--- src/rtl/probe_event_recorder_pkg.sv ---
// Shared definitions for the probe event recorder: run-state encoding,
// drop-counter width and the event record width.
package probe_event_recorder_pkg;

  typedef enum logic [1:0] {
    ST_IDLE = 2'd0,
    ST_RUN  = 2'd1,
    ST_DONE = 2'd2
  } state_e;

  localparam int DROP_CNT_W   = 8;
  localparam int DEF_WIDTH    = 16;
  localparam int DEF_TS_WIDTH = 20;
  localparam int EV_W         = DEF_TS_WIDTH + DEF_WIDTH;

  // Event record width for a given timestamp and probe width.
  function automatic int ev_width(input int ts_w, input int w);
    return ts_w + w;
  endfunction

endpackage

--- src/rtl/sync_fifo_fwft.sv ---
// Generic synchronous first-word-fall-through FIFO. Pointers carry an
// extra wrap bit so full and empty are distinguished without a counter.
// When empty, the output holds the last word popped (zero after reset).
module sync_fifo_fwft #(
  parameter int W     = 36,
  parameter int DEPTH = 16
) (
  input  logic         clk_i,
  input  logic         rst_i,
  input  logic         push_i,
  input  logic [W-1:0] din_i,
  input  logic         pop_i,
  output logic [W-1:0] dout_o,
  output logic         full_o,
  output logic         empty_o
);

  localparam int AW = $clog2(DEPTH);

  logic [W-1:0] mem_q [DEPTH];
  logic [AW:0]  wr_q;
  logic [AW:0]  rd_q;
  logic [W-1:0] hold_q;
  logic         do_pop;
  logic         do_push;

  assign empty_o = (wr_q == rd_q);
  assign full_o  = (wr_q[AW] != rd_q[AW]) && (wr_q[AW-1:0] == rd_q[AW-1:0]);
  assign do_pop  = pop_i & ~empty_o;
  // A push while full is accepted only if the head leaves on the same edge.
  assign do_push = push_i & (~full_o | do_pop);
  assign dout_o  = empty_o ? hold_q : mem_q[rd_q[AW-1:0]];

  // Storage array: data only, never reset.
  always_ff @(posedge clk_i) begin
    if (do_push) mem_q[wr_q[AW-1:0]] <= din_i;
  end

  // Read/write pointers.
  always_ff @(posedge clk_i) begin
    if (rst_i) begin
      wr_q <= '0;
      rd_q <= '0;
    end else begin
      if (do_push) wr_q <= wr_q + 1'b1;
      if (do_pop)  rd_q <= rd_q + 1'b1;
    end
  end

  // Keeps the last popped word visible while the FIFO is empty.
  always_ff @(posedge clk_i) begin
    if (rst_i)       hold_q <= '0;
    else if (do_pop) hold_q <= mem_q[rd_q[AW-1:0]];
  end

endmodule

--- src/rtl/probe_event_recorder.sv ---
// Run controller and change recorder for a probe bus. During a bounded
// RUN window every masked change is stored as {timestamp, probe} in a
// FWFT FIFO that drains over a valid/ready port in any state.
module probe_event_recorder
  import probe_event_recorder_pkg::*;
#(
  parameter int WIDTH      = 16,
  parameter int DEPTH      = 16,
  parameter int TS_WIDTH   = 20,
  parameter int MAX_CYCLES = 500
) (
  input  logic                  clock,
  input  logic                  reset,
  input  logic                  start,
  input  logic [WIDTH-1:0]      probe,
  input  logic [WIDTH-1:0]      mask,
  output logic                  ev_valid,
  input  logic                  ev_ready,
  output logic [TS_WIDTH-1:0]   ev_ts,
  output logic [WIDTH-1:0]      ev_data,
  output logic                  running,
  output logic                  done,
  output logic                  overflow,
  output logic [DROP_CNT_W-1:0] drop_cnt
);

  localparam int                EW       = ev_width(TS_WIDTH, WIDTH);
  localparam logic [TS_WIDTH-1:0] LAST_CNT = TS_WIDTH'(MAX_CYCLES - 1);

  state_e                state_q, state_d;
  logic [TS_WIDTH-1:0]   cnt_q, cnt_d;
  logic [WIDTH-1:0]      prev_q, prev_d;
  logic [DROP_CNT_W-1:0] drop_q, drop_d;
  logic                  ovf_q, ovf_d;
  logic                  event_w, last_w, pop_w, drop_w;
  logic                  fifo_full, fifo_empty;
  logic [EW-1:0]         head_w;

  function automatic logic [DROP_CNT_W-1:0] sat_inc(input logic [DROP_CNT_W-1:0] v);
    return (&v) ? v : v + 1'b1;
  endfunction

  assign event_w = (state_q == ST_RUN) && (|((probe ^ prev_q) & mask));
  assign last_w  = (MAX_CYCLES != 0) && (cnt_q == LAST_CNT);
  assign pop_w   = ev_valid & ev_ready;
  assign drop_w  = event_w & fifo_full & ~pop_w;

  // Run-state, cycle counter and previous-sample registers.
  always_ff @(posedge clock) begin
    if (reset) begin
      state_q <= ST_IDLE;
      cnt_q   <= '0;
      prev_q  <= '0;
    end else begin
      state_q <= state_d;
      cnt_q   <= cnt_d;
      prev_q  <= prev_d;
    end
  end

  // Next-state: IDLE arms on start, RUN samples and counts, DONE is terminal.
  always_comb begin
    state_d = state_q;
    cnt_d   = cnt_q;
    prev_d  = prev_q;
    unique case (state_q)
      ST_IDLE: begin
        if (start) begin
          state_d = ST_RUN;
          cnt_d   = '0;
          prev_d  = probe;
        end
      end
      ST_RUN: begin
        prev_d = probe;
        cnt_d  = cnt_q + 1'b1;
        if (last_w) state_d = ST_DONE;
      end
      default: ;
    endcase
  end

  // Drop accounting: sticky overflow and a saturating drop count.
  always_comb begin
    drop_d = drop_q;
    ovf_d  = ovf_q;
    if (drop_w) begin
      drop_d = sat_inc(drop_q);
      ovf_d  = 1'b1;
    end
  end

  // Drop accounting registers.
  always_ff @(posedge clock) begin
    if (reset) begin
      drop_q <= '0;
      ovf_q  <= 1'b0;
    end else begin
      drop_q <= drop_d;
      ovf_q  <= ovf_d;
    end
  end

  sync_fifo_fwft #(
    .W     (EW),
    .DEPTH (DEPTH)
  ) u_fifo (
    .clk_i   (clock),
    .rst_i   (reset),
    .push_i  (event_w),
    .din_i   ({cnt_q, probe}),
    .pop_i   (pop_w),
    .dout_o  (head_w),
    .full_o  (fifo_full),
    .empty_o (fifo_empty)
  );

  assign ev_valid = ~fifo_empty;
  assign ev_ts    = head_w[EW-1:WIDTH];
  assign ev_data  = head_w[WIDTH-1:0];
  assign running  = (state_q == ST_RUN);
  assign done     = (state_q == ST_DONE);
  assign overflow = ovf_q;
  assign drop_cnt = drop_q;

endmodule

--- config.mk ---
export PLATFORM = sky130hd
export DESIGN_NAME = probe_event_recorder
export DESIGN_NICKNAME = d
export VERILOG_FILES = /design/src/rtl/probe_event_recorder_pkg.sv /design/src/rtl/sync_fifo_fwft.sv /design/src/rtl/probe_event_recorder.sv
export SDC_FILE = /design/constraint.sdc
export NUM_CORES = 1
export LEC_CHECK = 0
export CORE_MARGIN = 2
export CORE_UTILIZATION = 60
export DETAILED_ROUTE_END_ITERATION = 8
export GPL_TIMING_DRIVEN = 0
export PLACE_DENSITY = 0.78
export SLEW_MARGIN = 20
export SYNTH_ARGS = -nofsm -noshare
export SYNTH_HDL_FRONTEND = slang
export SYNTH_SLANG_ARGS = --single-unit
--- constraint.sdc ---
create_clock -name clock -period 10.9 [get_ports clock]
set_input_delay 2.725 -clock clock [delete_from_list [all_inputs] [get_ports clock]]
set_output_delay 2.725 -clock clock [all_outputs]
set_load 0.01 [all_outputs]
After elaboration in Yosys (flattened, before gate mapping). Memory sizes are Yosys's and may differ from the RTL's. A register that Yosys moved wholly into a read port is not among the register bits. Cells that the tools add are included.

Bits in registers: 93. Memories: 1. Logic and storage cells: 54. Output and inout bits: 48. Input bits: 36. Bits in writable memories: 576.

Muxes and demuxes: 12. Bitwise gates (word level): 12. Equal/unequal tests: 8. Add/subtract/negate cells: 4. Reductions and logical operators: 9.

Memory list: u_fifo.mem_q (words 16, bits a word 36, rd ports 1, clocked after Yosys merged registers in 1, write ports 1, RTL line sync_fifo_fwft.sv:20) `logic [W-1:0] mem_q [DEPTH];`.

Operators by type and width (number): 20-bit one-hot mux with 2 select lines (1); 36-bit 2-to-1 mux (1); 16-bit one-hot mux with 2 select lines (1); 20-bit by 1-bit adder with 20-bit output (second input constant) (1); 20-bit by 9-bit equality test with 1-bit output (second input constant) (1); 20-bit 2-to-1 mux (1); 16-bit AND (1); 16-bit 2-to-1 mux (1); 16-bit OR reduction (1); 16-bit bitwise XOR (1); 5-bit by 1-bit adder with 5-bit output (second input constant) (2); 8-bit by 1-bit adder with 8-bit output (second input constant) (1); 4-bit 2-to-1 mux (2); 8-bit AND reduction (1); 1-bit AND (5); 5-bit equality test (1); 4-bit equality test (1); 2-bit 2-to-1 mux (2); 1-bit inverter (4); 2-bit one-hot mux with 2 select lines (1); 2-bit AND reduction (2); 3-bit AND reduction (1); 2-bit by 1-bit equality test with 1-bit output (second input constant) (1); 2-bit equality test (second input constant) (1); other kinds (8) (10).

Logic depth before layout (Yosys ltp). Gate-level depths: netlist of run 1.

Depth in word-level cells: 8. Gate-level depth with buffers: 8. Gate-level depth less buffers: 7.

By module. A second synthesis of run 1 with hierarchy kept.

Cells, all modules: 1375. Area total of the unflattened synthesis: 26066.2 um2.

Modules (own cells, without submodules): sync_fifo_fwft (seq. area each 18297.5 um2, times used 1, cells an instance 1088, area an instance 23731.5 um2); probe_event_recorder (seq. area each 940.9 um2, times used 1, cells an instance 287, area an instance 2334.7 um2).

Worst setup path before layout of run 1. No wires, ideal clock.

Path type: input to register. Start point: in probe[1]. End point: mem u_fifo.mem_q[0][0], enable pin. Buffers on the path: 1. Stages on the path: 6. Setup slack: 3.499 ns. Library setup time: 0.519 ns. Required time: 10.381 ns. Arrival time: 6.882 ns. Cells stage by stage: xor2_1 > a22oi_1 > nand4_1 > o21bai_1 > buf_2 > nor4_1.

Word-level cells in the longest chain between the ends: 7.

RTL lines: start: declaration (RTL line probe_event_recorder.sv:15) `input logic [WIDTH-1:0] probe,`; 16-bit bitwise XOR (RTL line probe_event_recorder.sv:43) `assign event_w = (state_q == ST_RUN) && (|((probe ^ prev_q) & mask));`; 16-bit AND (RTL line probe_event_recorder.sv:43); 16-bit OR reduction (RTL line probe_event_recorder.sv:43); 1-bit logical AND (RTL line probe_event_recorder.sv:43); 1-bit AND (RTL line sync_fifo_fwft.sv:31) `assign do_push = push_i & (~full_o | do_pop);`; 1-bit 2-to-1 mux (RTL line sync_fifo_fwft.sv:36) `if (do_push) mem_q[wr_q[AW-1:0]] <= din_i;`; 1-bit 2-to-1 mux (not written as such) (RTL line sync_fifo_fwft.sv:36); end: declaration (RTL line sync_fifo_fwft.sv:20).

No other way between the ends.

==> summary.txt, run 1 <==
Synthesis
  • Average size of a mapped cell: 17.98 um2
  • Post-Synth XOR/XNOR Area: 0.009361
  • Mapped cell area: ~26000 um2
  • Post-synthesis mux area share: 0.1426
  • Largest family of logic cells by synthesized area: multiplexers
  • Distinct cells, synth: 48
  • Post-synth EDFFs: 576
  • Simple logic cell fraction of the synthesized area: 0.04800
  • Post-synthesis async set-or-reset flop share: 0
  • Cells after Synth: 1457
  • Post-Synthesis Net Count: 1500
  • Yosys synthesis warning count: 0
  • Adder and majority gate portion of the synthesized area: 0.003343
  • Synthesized flop and latch total: about 670
  • Register area share after synthesis: 0.7344
  • Most common flop cell mapped by yosys: edfxtp_1
  • Synth Area in Compound Gates: 0.04514

CTS
  • # Post-CTS Setup Buffers: 0
  • CTS tree: done
  • H-tree levels: 3
  • Hold_buf cts: 0
  • Root buf cell: clkbuf_16
  • CTS Sinks: roughly 670
  • CTS Buffer Depth: 3
  • TritonCTS Buffers: 67
  • Clock-pin slew on the worst setup and hold paths: ~0.060 ns
  • Post-cts resize count: 0
  • Clock latency on the worst-skew pair: 0.58 ns

Detailed routing
  • Vias/cell: about 6.4
  • Drt initial violations: approximately 1900
  • Pre-antenna DRT Iters: 6
  • Drt total wl: 62770 um
  • DR vias: 14906
  • Antenna-violating nets left: 0
  • Wire length per cell: around 27 um
  • DRC Markers: 0

GRT
  • Total track usage: 0.2868
  • First-pass GRT wire length: around 93000 um
  • Largest net degree at the start of global routing: 24
  • Aggregate global routing overflow: 0
  • Vias in the first global route: between 15000 and 20000
  • Antenna violations before repair: 1

STA
  • Period utilisation layout: 0.6254
  • Rel. slew slack: 0.3249
  • Slew @ Worst Pin: roughly 1.0 ns
  • Finish-stage setup viols: 0
  • Final hold violation count: 0
  • Achievable Freq: between 100 and 150 MHz
  • Final Skew: around 0.016 ns
  • Max-slew violation count: 0
  • Period minus WS final: between 6 and 7 ns
  • RSZ-0062 raised after global routing: no
  • Setup_tns: 0 ns

Run
  • Max-cap violations: 0

Worst setup path
  • Critical Path RT: 8.18 ns
  • Max FO, Critical Path: 10
  • CP Capture Type: primary output
  • WS Path Type: reg -> out
  • Worst Setup Start Kind: flip-flop
  • Worst Path Arrival: roughly 4 ns

Floorplanning
  • Die height: around 210 um
  • Initial core utilization: 0.6081
  • # IOs: 84
  • Die area: 45350 um2
  • Die X: 213.0 um
  • Core area: between 40000 and 50000 um2
  • # rows: 76

Cells and area
  • Commonest non-fill, non-tap cell in the layout: edfxtp_1
  • Final net count: about 1700
  • Layout Utilization: 0.7097
  • Layout cells sized above 1: 0.2381
  • Area Growth Syn to Fin: 16.70%
  • Commonest non-fill, non-tap cells in the layout: 576 x edfxtp_1, 158 x nand2_1, 144 x mux4_2

Power
  • P per Cell Area: roughly 200 nW/um2
  • Leakage: 10.09 nW
  • Peak supply drop: about 0.00018 V

Placement
  • Post-DP HPWL: between 40000 and 50000 um
  • GP Congestion: between 0.8 and 0.9
  • Port Buffers: 82

Status
  • Status: completed

Hold path
  • Worst min-delay path class: reg -> reg
## final cells by class
class	count	area [um2]
Sequential cell	673	19240
Fill cell	2579	12510
Multi-Input combinational cell	689	6596
Clock buffer	94	1893
Timing Repair Buffer	169	1446
Tap cell	585	732.0
Buffer	82	400.4
Clock inverter	27	212.7
Inverter	13	48.80
Antenna cell	1	2.502
## per-stage QoR
step           std cells  area (um2)  hold slack (ns)  worst slack (ns)  total power [mW]
2_1_floorplan       1457       26200           0.4338             3.499             3.447
3_5_place_dp        2211       28460           0.4439             4.230             3.768
6_report            2333       30570           0.4535             4.083             5.937
3_3_place_gp        2124       27750           0.4389            -1.308             3.746
5_1_grt             2333       30570           0.4786             3.997             6.114
4_1_cts             2332       30570           0.4520             4.123             5.961
## layer usage
metal  global-route usage  vias to the layer above  wire length [um]
met4               0.1054                        0              1966
li1                     -                     6289                 -
met5                    0                        -                 0
met2               0.4746                      833             31430
met1               0.3891                     7658             23750
met3              0.04927                      126              5623
## final timing paths
kind	startpoint	to	slack (ns)	cells past startpoint
hold / removal	u_fifo.hold_q[19]$_SDFFE_PP0P_	u_fifo.hold_q[19]$_SDFFE_PP0P_	0.45	2
setup reg to reg	prev_q[0]$_SDFFE_PP0P_	u_fifo.mem_q[11][22]$_DFFE_PP_	7.48	9
hold reg to reg	u_fifo.hold_q[19]$_SDFFE_PP0P_	u_fifo.hold_q[19]$_SDFFE_PP0P_	0.45	2
setup / recovery	flip-flop	ev_data[5]	4.08	8
## Yosys cell counts (14+ instances only)
master / instances / area (um2)
xor2_1: 20 / 175.2
nor3_1: 14 / 70.07
a22oi_1: 81 / 608.1
nand2_1: 158 / 593.1
mux2_2: 42 / 473.0
nand3_1: 15 / 75.07
a21oi_1: 71 / 355.3
clkbuf_1: 49 / 183.9
nor2_1: 43 / 161.4
dfxtp_1: 97 / 1942
buf_2: 23 / 115.1
edfxtp_1: 576 / 17300
mux4_2: 144 / 3243
## kinds of logic after synthesis
logic type / Yosys count
flops: 673
simple gates: 282
mux: 188
compound gates: 184
buf+inv: 95
xor+xnor: 28
fa+ha+maj: 7
## sequential cells by signal (all words and copies together) (netlist names), named ones only
| register | cells |
|---|---|
| u_fifo.hold_q | 36 |
| prev_q | 16 |
| u_fifo.rd_q | 5 |
| u_fifo.mem_q | 576 |
| u_fifo.wr_q | 5 |
| state_q | 2 |
| overflow | 1 |
| drop_cnt | 8 |
| cnt_q | 20 |
## critical path: stages, from the launching register on
cell             delay, ns
dfxtp_1               0.30
clkbuf_1              0.59
clkbuf_1              0.63
buf_2                 0.48
mux4_2                0.36
a22oi_1               0.19
nand2_1               0.14
mux2_2                0.33
clkdlybuf4s50_1       0.49
## report_power, final
group / internal, mW / leakage, nW / switching [mW] / total [mW]
sequential: 2.82 / 6.10 / 0.0243 / 2.85
combinational: 0.426 / 2.96 / 0.449 / 0.874
clock: 1.29 / 1.03 / 0.929 / 2.22
total: 4.53 / 10.1 / 1.40 / 5.94
Note: power is estimated with default switching activity, not from simulation.
==> inputs of run 2 (changes only) <==
--- a/config.mk
+++ b/config.mk
@@ -6,10 +6,10 @@
 export NUM_CORES = 1
 export LEC_CHECK = 0
 export CORE_MARGIN = 2
-export CORE_UTILIZATION = 60
+export CORE_UTILIZATION = 55
 export DETAILED_ROUTE_END_ITERATION = 8
 export GPL_TIMING_DRIVEN = 0
-export PLACE_DENSITY = 0.78
+export PLACE_DENSITY = 0.75
 export SLEW_MARGIN = 20
 export SYNTH_ARGS = -nofsm -noshare
 export SYNTH_HDL_FRONTEND = slang
==> constraint.sdc (replaced) <==
create_clock -name clock -period 5.53 [get_ports clock]
set_input_delay 1.3825 -clock clock [delete_from_list [all_inputs] [get_ports clock]]
set_output_delay 1.3825 -clock clock [all_outputs]
set_load 0.01 [all_outputs]
==> summary.txt, run 2 (synthesis gave the netlist of run 1 again) <==
Status
  • Status: completed

Hold path
  • Worst min-delay path class: reg -> reg

Detailed routing
  • M1 WL: 24730 um (+4.2%)
  • DR WL met3: 4933 um (-12%)
  • Wire length per cell: 26.76 um (-0.52%)
  • Drt total wl: 63060 um (+0.46%)
  • Uppermost layer routed: met4
  • DR vias: 14910 (+0.027%)
  • Drt initial violations: 2015 (+6.6%)
  • Antenna-violating nets left: 0 (unchanged)
  • Vias/cell: 6.329 (-0.95%)
  • Met2 WL: 31170 um (-0.83%)
  • Pre-antenna DRT Iters: 7 (+1)
  • DRC Markers: 0 (unchanged)

STA
  • Max-slew violation count: 0 (unchanged)
  • Setup_tns: 0 ns (unchanged)
  • Slew @ Worst Pin: 1.054 ns (+0.04545 ns)
  • Period minus WS final: ~5.3 ns
  • Period utilisation layout: 0.9621
  • Finish-stage setup viols: 0 (unchanged)
  • Final hold violation count: 0 (unchanged)
  • Achievable Freq: approximately 190 MHz
  • RSZ-0062 raised after global routing: no
  • Final Skew: 0.02488 ns (+0.008620 ns)
  • Rel. slew slack: 0.2945 (-0.03042)

Power
  • Net Switching: 2.781 mW (+98%)
  • Combinational share of power: 0.146 (about the same)
  • Sw frac: 0.2377 (+0.001546)
  • Peak supply drop: 0.0002458 V (+37%)
  • Register share of total power: 0.479 (about the same)
  • Clock power frac: 0.374 (about the same)
  • Internal power: 8.918 mW (+97%)
  • Leakage: 10.07 nW (-0.23%)
  • P per Cell Area: 381.0 nW/um2 (+96%)

Placement
  • Post-DP HPWL: 41780 um (+1.4%)
  • Port Buffers: 82 (unchanged)
  • GP Congestion: 0.8308 (+0.46%)

Cells and area
  • Commonest non-fill, non-tap cell in the layout: edfxtp_1
  • Layout Utilization: 0.6567 (-0.05295)
  • Number of flip-flops in the largest register: 576 (unchanged)
  • Commonest non-fill, non-tap cells in the layout: 576 x edfxtp_1, 158 x nand2_1, 144 x mux4_2
  • Final net count: 1739 (+0.058%)
  • Layout cells sized above 1: 0.2408 (+0.002724)
  • Area Growth Syn to Fin: 17.21%

Floorplanning
  • Die X: 222.2 um (+4.4%)
  • Die area: 49390 um2 (+8.9%)
  • # IOs: 84 (unchanged)
  • # rows: 79 (+3.9%)
  • Initial core utilization: 0.5603 (-0.04783)
  • Core area: 46750 um2 (+8.5%)
  • Die height: 222.2 um (+4.4%)

GRT
  • Antenna violations before repair: 1 (unchanged)
  • Largest net degree at the start of global routing: 24 (unchanged)
  • Total track usage: 0.2592 (-0.02764)
  • First-pass GRT wire length: 93570 um (+0.35%)
  • Vias in the first global route: 14868 (-1.9%)
  • Aggregate global routing overflow: 0 (unchanged)

Worst setup path
  • Critical Path RT: 4.15 ns (-4.03 ns)
  • CP top delay family: buffers and inverters
  • Buf/Inv on CP: 4 (unchanged)
  • CP Cell Sequence: clkbuf_1 -> clkbuf_2 -> buf_2 -> mux4_2 -> a22oi_1 -> nand2_1 -> mux2_2 -> clkdlybuf4s50_1
  • Largest stage delay on the critical path: 0.58 ns (-0.05 ns)
  • Worst Setup Start Kind: flip-flop
  • Worst Path Arrival: 3.94 ns (-0.15 ns)
  • CP Capture Type: primary output
  • Slowest-stage cell, CP: clkbuf_1
  • WS Path Type: reg -> out
  • Max FO, Critical Path: 10 (unchanged)

Run
  • Max-cap violations: 0 (unchanged)

CTS
  • TritonCTS Buffers: 67 (unchanged)
  • H-tree levels: 3 (unchanged)
  • CTS tree: done
  • CTS Sinks: 673 (unchanged)
  • CTS Buffer Depth: 3 (unchanged)
  • Clock-pin slew on the worst setup and hold paths: 0.06 ns (about the same)
  • Clock latency on the worst-skew pair: 0.60 ns (+0.02 ns)
  • Root buf cell: clkbuf_16
[run 2: cell types whose count changed in the layout (fill, tap and decap cells not counted), sizes merged]
cell and change:
bufinv -1, buf +1, clkinv +1
[run 2: worst paths after layout]
| check | start | to | slack [ns] | cells past startpoint |
|---|---|---|---|---|
| worst min register to register | u_fifo.hold_q[21]$_SDFFE_PP0P_ | u_fifo.hold_q[21]$_SDFFE_PP0P_ | 0.45 | 2 |
| worst min-delay path | u_fifo.hold_q[21]$_SDFFE_PP0P_ | u_fifo.hold_q[21]$_SDFFE_PP0P_ | 0.45 | 2 |
| worst max-delay path | flip-flop | ev_data[5] | 0.21 | 8 |
| worst max register to register | prev_q[0]$_SDFFE_PP0P_ | u_fifo.mem_q[6][9]$_DFFE_PP_ | 2.09 | 9 |
[run 2: power groups by stage]
stage	Sequential [mW]	Combinational [mW]	Clock (mW)
2_1_floorplan	5.71	1.09	0
3_3_place_gp	5.72	1.67	0
3_5_place_dp	5.72	1.71	0
4_1_cts	5.61	1.73	4.42
5_1_grt	5.62	1.83	4.62
6_report	5.61	1.71	4.38
[run 2: metrics by stage]
| step | instances | setup slack, ns | total power [mW] | hold slack (ns) | instance area (um2) |
|---|---|---|---|---|---|
| after CTS | 2355 | 0.002439 | 11.76 | 0.4568 | 30700 |
| final | 2356 | 0.2094 | 11.70 | 0.4540 | 30700 |
| after global placement | 2146 | -5.367 | 7.387 | 0.4390 | 27780 |
| after floorplan | 1457 | -0.5283 | 6.795 | 0.4338 | 26200 |
| after global routing | 2356 | 0.1252 | 12.06 | 0.4712 | 30700 |
| after detailed placement | 2234 | 0.2192 | 7.431 | 0.4481 | 28600 |
[run 2: layout make-up]
class | instances | area, um2
Fill cell | 3087 | 16050
Antenna cell | 1 | 2.502
Tap cell | 607 | 759.5
Sequential cell | 673 | 19240
Timing Repair Buffer | 170 | 1554
Clock inverter | 27 | 190.2
Multi-Input combinational cell | 689 | 6596
Buffer | 82 | 401.6
Inverter | 13 | 48.80
Clock buffer | 94 | 1913
[run 2: what timing repair did]
action	CTS	global route
endpoints found under the setup margin	0	10
hold buffers	0	0
setup buffers	0	0
gates resized for setup	0	2
[run 2: worst register-to-register path, stage by stage (launching register included)]
cell and delay (ns):
dfxtp_1 0.35, xor2_1 0.31, a22oi_1 0.15, nand4_1 0.29
o21bai_1 0.22, clkbuf_1 0.38, nor3_2 0.89, buf_6 0.26
buf_6 0.17, buf_6 0.15
[run 2: metal layers]
metal  track usage  vias to the layer above
met5             0                        -
li1              -                     6290
met3       0.04615                      138
met2        0.4249                      783
met4       0.09721                        0
met1        0.3520                     7699
